## src/rtl/fp_pkg.sv

```systemverilog
// Shared FP types and helpers for the multiplier exception stage.
// Helpers take field widths as arguments so one package serves every EXP_W/MAN_W.
package fp_pkg;

    typedef enum logic [2:0] {
        IEEE_NEAR = 3'd0,
        IEEE_ZERO = 3'd1,
        IEEE_PINF = 3'd2,
        IEEE_NINF = 3'd3,
        NEAR_UP   = 3'd4,
        AWAY_ZERO = 3'd5
    } round_t;

    typedef enum logic [1:0] {ZERO, INF, NAN, NORM} fp_class_t;

    typedef enum logic [2:0] {SP_ZERO, SP_INF, SP_QNAN, SP_MAX_NORM, SP_MIN_NORM} fp_special_t;

    localparam int FP_MAX_W = 128;
    typedef logic [FP_MAX_W-1:0] fp_word_t;

    // Subnormals (exp==0, man!=0) deliberately classify as ZERO: they are flushed.
    function automatic fp_class_t classify(input logic exp_zero, input logic exp_ones,
                                           input logic man_zero);
        if (exp_zero)
            return ZERO;
        if (exp_ones)
            return man_zero ? INF : NAN;
        return NORM;
    endfunction

    // Magnitude (everything below the sign bit) of a special value.
    function automatic fp_word_t fp_special_mag(input fp_special_t kind, input int exp_w,
                                                input int man_w);
        fp_word_t ones_e;
        fp_word_t ones_m;
        fp_word_t e;
        fp_word_t m;
        ones_e = (fp_word_t'(1) << exp_w) - fp_word_t'(1);
        ones_m = (fp_word_t'(1) << man_w) - fp_word_t'(1);
        e      = '0;
        m      = '0;
        case (kind)
            SP_INF:      e = ones_e;
            SP_QNAN: begin
                e = ones_e;
                m = fp_word_t'(1) << (man_w - 1);
            end
            SP_MAX_NORM: begin
                e = ones_e - fp_word_t'(1);
                m = ones_m;
            end
            SP_MIN_NORM: e = fp_word_t'(1);
            default: ;
        endcase
        return (e << man_w) | m;
    endfunction

endpackage

```

## src/rtl/fp_mult_exception_pipe_select.sv

```systemverilog
// Combinational classify, special-case priority and rounding-mode override of the product.
// Latency 0; no flow control of its own.
module fp_mult_exception_pipe_select
    import fp_pkg::*;
#(
    parameter int EXP_W = 8,
    parameter int MAN_W = 23
) (
    input  logic [EXP_W+MAN_W:0] a,
    input  logic [EXP_W+MAN_W:0] b,
    input  logic [EXP_W+MAN_W:0] z_calc,
    input  logic [2:0]           round,
    input  logic                 ovf,
    input  logic                 unf,
    input  logic                 inexact,
    output logic [EXP_W+MAN_W:0] z,
    output logic                 zero_f,
    output logic                 inf_f,
    output logic                 nan_f,
    output logic                 tiny_f,
    output logic                 huge_f,
    output logic                 inexact_f
);
    localparam int W     = 1 + EXP_W + MAN_W;
    localparam int MAG_W = W - 1;
    localparam logic [MAG_W-1:0] INF_MAG  = MAG_W'(fp_special_mag(SP_INF, EXP_W, MAN_W));
    localparam logic [MAG_W-1:0] QNAN_MAG = MAG_W'(fp_special_mag(SP_QNAN, EXP_W, MAN_W));
    localparam logic [MAG_W-1:0] MAX_MAG  = MAG_W'(fp_special_mag(SP_MAX_NORM, EXP_W, MAN_W));
    localparam logic [MAG_W-1:0] MIN_MAG  = MAG_W'(fp_special_mag(SP_MIN_NORM, EXP_W, MAN_W));

    fp_class_t ca;
    fp_class_t cb;
    logic      sign;

    assign sign = a[W-1] ^ b[W-1];
    assign ca   = classify(a[W-2:MAN_W] == '0, &a[W-2:MAN_W], a[MAN_W-1:0] == '0);
    assign cb   = classify(b[W-2:MAN_W] == '0, &b[W-2:MAN_W], b[MAN_W-1:0] == '0);

    always_comb begin
        z         = z_calc;
        nan_f     = 1'b0;
        tiny_f    = 1'b0;
        huge_f    = 1'b0;
        inexact_f = 1'b0;
        if (ca == NAN || cb == NAN || (ca == INF && cb == ZERO) || (ca == ZERO && cb == INF)) begin
            z     = {1'b0, QNAN_MAG};
            nan_f = 1'b1;
        end else if (ca == INF || cb == INF) begin
            z = {sign, INF_MAG};
        end else if (ca == ZERO || cb == ZERO) begin
            z = {sign, {MAG_W{1'b0}}};
        end else begin
            huge_f    = ovf;
            tiny_f    = unf & ~ovf;
            inexact_f = inexact;
            if (ovf) begin
                case (round)
                    IEEE_ZERO: z = {sign, MAX_MAG};
                    IEEE_PINF: z = {sign, sign ? MAX_MAG : INF_MAG};
                    IEEE_NINF: z = {sign, sign ? INF_MAG : MAX_MAG};
                    default:   z = {sign, INF_MAG};
                endcase
            end else if (unf) begin
                case (round)
                    AWAY_ZERO: z = {sign, MIN_MAG};
                    IEEE_PINF: z = {sign, sign ? {MAG_W{1'b0}} : MIN_MAG};
                    IEEE_NINF: z = {sign, sign ? MIN_MAG : {MAG_W{1'b0}}};
                    default:   z = {sign, {MAG_W{1'b0}}};
                endcase
            end
        end
    end

    // Derived from the final value so overrides and pass-through are covered alike.
    assign inf_f  = (z[W-2:0] == INF_MAG);
    assign zero_f = (z[W-2:0] == '0);

endmodule

```

## src/rtl/fp_mult_exception_pipe.sv

```systemverilog
// Registered FP multiplier exception stage with sticky flags and a saturating exception counter.
// Latency 1, full throughput; in_ready drops only while a held result is not taken downstream.
module fp_mult_exception_pipe
    import fp_pkg::*;
#(
    parameter int EXP_W = 8,
    parameter int MAN_W = 23,
    parameter int CNT_W = 16
) (
    input  logic                 clk,
    input  logic                 rst,
    input  logic                 in_valid,
    output logic                 in_ready,
    input  logic [EXP_W+MAN_W:0] a,
    input  logic [EXP_W+MAN_W:0] b,
    input  logic [EXP_W+MAN_W:0] z_calc,
    input  logic [2:0]           round,
    input  logic                 ovf,
    input  logic                 unf,
    input  logic                 inexact,
    output logic                 out_valid,
    input  logic                 out_ready,
    output logic [EXP_W+MAN_W:0] z,
    output logic                 zero_f,
    output logic                 inf_f,
    output logic                 nan_f,
    output logic                 tiny_f,
    output logic                 huge_f,
    output logic                 inexact_f,
    input  logic                 sticky_clr,
    output logic [5:0]           sticky,
    output logic [CNT_W-1:0]     exc_cnt
);
    localparam int W = 1 + EXP_W + MAN_W;

    logic [W-1:0] sel_z;
    logic [5:0]   sel_flags;
    logic [5:0]   cur_flags;
    logic         accept;
    logic         out_hs;
    logic         exc_evt;

    fp_mult_exception_pipe_select #(.EXP_W(EXP_W), .MAN_W(MAN_W)) u_select (
        .a         (a),
        .b         (b),
        .z_calc    (z_calc),
        .round     (round),
        .ovf       (ovf),
        .unf       (unf),
        .inexact   (inexact),
        .z         (sel_z),
        .zero_f    (sel_flags[3]),
        .inf_f     (sel_flags[4]),
        .nan_f     (sel_flags[5]),
        .tiny_f    (sel_flags[2]),
        .huge_f    (sel_flags[1]),
        .inexact_f (sel_flags[0])
    );

    assign in_ready  = ~out_valid | out_ready;
    assign accept    = in_valid & in_ready;
    assign out_hs    = out_valid & out_ready;
    assign cur_flags = {nan_f, inf_f, zero_f, tiny_f, huge_f, inexact_f};
    assign exc_evt   = out_hs & (nan_f | huge_f | tiny_f);

    always_ff @(posedge clk or posedge rst) begin
        if (rst) begin
            out_valid <= 1'b0;
            z         <= '0;
            {nan_f, inf_f, zero_f, tiny_f, huge_f, inexact_f} <= '0;
        end else if (accept) begin
            out_valid <= 1'b1;
            z         <= sel_z;
            {nan_f, inf_f, zero_f, tiny_f, huge_f, inexact_f} <= sel_flags;
        end else if (out_ready) begin
            out_valid <= 1'b0;
        end
    end

    // A clear coinciding with a handshake keeps that result's contribution.
    always_ff @(posedge clk or posedge rst) begin
        if (rst) begin
            sticky  <= '0;
            exc_cnt <= '0;
        end else begin
            if (sticky_clr)
                sticky <= out_hs ? cur_flags : 6'd0;
            else if (out_hs)
                sticky <= sticky | cur_flags;

            if (sticky_clr)
                exc_cnt <= exc_evt ? CNT_W'(1) : '0;
            else if (exc_evt && exc_cnt != '1)
                exc_cnt <= exc_cnt + CNT_W'(1);
        end
    end

endmodule

```

## config.mk

```make
export PLATFORM = sky130hd
export DESIGN_NAME = fp_mult_exception_pipe
export DESIGN_NICKNAME = d
export VERILOG_FILES = /design/src/rtl/fp_pkg.sv /design/src/rtl/fp_mult_exception_pipe_select.sv /design/src/rtl/fp_mult_exception_pipe.sv
export SDC_FILE = /design/constraint.sdc
export NUM_CORES = 1
export LEC_CHECK = 0
export BUFFER_PORTS_ARGS = -buffer_cell sky130_fd_sc_hd__buf_4
export CAP_MARGIN = 40
export CORE_ASPECT_RATIO = 1.2
export CORE_MARGIN = 2
export CORE_UTILIZATION = 35
export CTS_CLUSTER_SIZE = 28
export DETAILED_ROUTE_END_ITERATION = 8
export PLACE_DENSITY = 0.71
export SLEW_MARGIN = 20
export SYNTH_ARGS = -nofsm -noshare
export SYNTH_HDL_FRONTEND = slang
export SYNTH_HIERARCHICAL = 1
export SYNTH_SLANG_ARGS = --single-unit
```

## constraint.sdc

```tcl
create_clock -name clk -period 2.42 [get_ports clk]
set_input_delay 0.242 -clock clk [delete_from_list [all_inputs] [get_ports clk]]
set_output_delay 0.242 -clock clk [all_outputs]
set_load 0.02 [all_outputs]
```

==> key figures <==
Global route
  • Vias in the first global route: 3,583
  • Global-route wire length before repair: 16,900 microns
  • Largest net degree at the start of global routing: 34
  • Initial antenna violation count: 0
  • Gr usage total: 0.184
  • Global route overflow: 0

Worst setup path
  • Crit path max fanout: 11
  • Setup crit start: exc_cnt[0]
  • Worst setup SP type: flop
  • R2r endpoint: exc_cnt[15]
  • CP endpoint: exc_cnt[15]
  • Worst Reg-to-Reg Cells: 5
  • Worst Path Class, Setup: reg -> reg
  • Reg2reg setup slack: ~0.36 ns
  • CP endpoint kind: flop
  • CP arrival: around 2.3 ns
  • Reg2Reg Launch Point: exc_cnt[0]
  • Required @ worst endpoint: roughly 2.6 ns

STA
  • Sum Neg Setup Slack: 0 ns
  • Slew headroom: 0.562
  • Tcrit/Tclk final: 0.851
  • Final hold violations: 0
  • Maximum clock rate: approximately 0.49 GHz
  • RSZ-0062 raised after global routing: no
  • Final setup viols: 0
  • Final slew viol count: 0
  • Least-Margin Pin Slew: roughly 0.66 ns
  • Final Skew: 0.00440 ns
  • Period minus WS final: ~2 ns

Synthesis
  • Netlist cell types: 57
  • Synth warn: 6
  • Post-Syn Area: between 3000 and 4000 sq um
  • Syn Nets: 464
  • Ys async rst share: 1.00
  • #FFs+latches synth: slightly above 60
  • Ys flop type: dfrtp_1
  • Synthesized instance count: about 360
  • Register area share after synthesis: 0.418
  • Avg Inst Size Synth: between 10 and 15 sq um
  • Number of synthesized flops with an enable pin: 0

Hold path
  • HP Class: in -> async

Clocking
  • Bufs on Longest Clock Path: 2
  • CTS Buf Count: 9
  • CTS sink cnt: 61
  • Setup bufs post-CTS: 0
  • Gates resized, CTS repair: 0
  • CTS root buf: clkbuf_16
  • CTS tree: yes
  • Clk_lat worst skew: between 0.3 and 0.4 ns
  • Clock transition at the registers of the reported paths: ~0.050 ns
  • Post-CTS Hold Fix Bufs: 0
  • CTS HTree Levels: 3

Final layout
  • Synth-to-Final Area Change: 46.0%
  • Most frequent cells in the layout: buf_4, dfrtp_1, mux2_2, a21oi_1, nor3_1
  • Post-Layout Inst Area: 5330 sq um
  • Final core utilization: 0.527
  • Layout Nets: approximately 630
  • Most common cell after layout, fill and taps aside: buf_4
  • Layout cell share with drive strength beyond 1: 0.497
  • # diodes: 0

Placement
  • IO buf count: approximately 170
  • Placed Area: 5040 sq um
  • Final Wtd Congestion: slightly above 0.8
  • Dpl hpwl: about 8000 microns

Pwr
  • Total power: 0.00335 W
  • Leakage dissipation: around 2.4 nW
  • PD cells: between 600 and 700 nW/um^2
  • Peak VDD IR: about 0.00035 V

Die
  • Full die area: around 11,000 sq um
  • Row Count: 40
  • Core area: 10,100 sq um
  • Starting Density: 0.361
  • DIE HEIGHT: approximately 120 microns
  • Ports: ~170
  • Die W: ~97 microns

Job
  • Max_cap viols: 0

Status
  • Status: finished clean

Detailed routing
  • DR WL/cell: around 16 microns
  • Remaining routing DRC violations: 0
  • Post-Route WL: around 10,000 microns
  • Antenna Nets Post-Route: 0
  • Via count: between 3,000 and 4,000
  • DRT iter0 DRCs: around 120
  • First-pass DRT Iterations: 4
  • DR vias/cell: 5.44
==> Yosys cell counts (all sizes together), types with 3 or more instances <==
cell type | number | area share
a21o | 7 | 0.014
a21oi | 33 | 0.045
a22o | 6 | 0.014
and3 | 3 | 0.0055
buf | 13 | 0.028
clkbuf | 9 | 0.0093
dfrtp | 61 | 0.42
inv | 8 | 0.0082
mux2 | 44 | 0.14
nand2 | 14 | 0.014
nand2b | 3 | 0.0051
nand3 | 4 | 0.0069
nand3b | 3 | 0.0062
nand4 | 15 | 0.026
nand4bb | 3 | 0.0093
nor2 | 17 | 0.022
nor2b | 6 | 0.010
nor3 | 34 | 0.062
nor4 | 21 | 0.036
o21ai | 3 | 0.0041
o31ai | 8 | 0.016
or4 | 9 | 0.022
==> final cells by class <==
| cell class | instances | area (sq um) |
|---|---|---|
| clock inverters | 4 | 47.5 |
| flip-flops and latches | 61 | 1530 |
| fillers | 925 | 4780 |
| repair buffers | 175 | 1360 |
| clock buffers | 12 | 246 |
| multi-input cells | 264 | 1950 |
| well taps | 126 | 158 |
| inverters | 9 | 33.8 |
==> critical path, cell delays in order (launching register included) <==
cell and delay, ns:
dfrtp_1 0.43, ha_1 0.31, and3_1 0.21, and4bb_4 0.24, nor4b_1 0.38, mux2_2 0.38
==> metrics by stage <==
step	instances	hold slack (ns)	setup slack, ns
floorplan	356	0.350	0.362
global placement	635	0.372	0.302
detailed placement	635	0.375	0.240
CTS	651	0.0326	0.365
global route	651	0.0599	0.255
finish	651	0.0201	0.360
==> power breakdown <==
group,internal [W],switching [W],leakage (nW)
Clock,0.000821,0.000429,0.143
Sequential,0.00115,0.0000805,0.772
Combinational,0.000442,0.000429,1.50
==> state kept, by name, indices dropped and copies added (netlist names) <==
register	flops
z	32
exc_cnt	16
sticky	6
huge_f	1
inexact_f	1
inf_f	1
nan_f	1
out_valid	1
tiny_f	1
zero_f	1
==> cell families after synthesis <==
group,count (synthesis),synth area share
simple gates,145,0.256
compound gates,71,0.132
flops,61,0.418
mux,46,0.141
buf+inv,31,0.0470
xor+xnor,1,0.00240
fa+ha+maj,1,0.00343
==> worst min path at each step <==
stage / startpoint / end
after global routing: rst / exc_cnt[9]
after global placement: rst / exc_cnt[10]
after floorplan: in_valid / out_valid
after CTS: rst / exc_cnt[9]
after detailed placement: rst / exc_cnt[9]
final: rst / exc_cnt[9]
==> layer usage <==
metal	vias to the layer above	global-route usage	share of wire
met5	-	0	0
met4	0	0.0778	0.021
met3	16	0.0404	0.055
met2	124	0.307	0.49
met1	1707	0.234	0.43
li1	1696	-	-
Note: power is estimated with default switching activity, not from simulation.
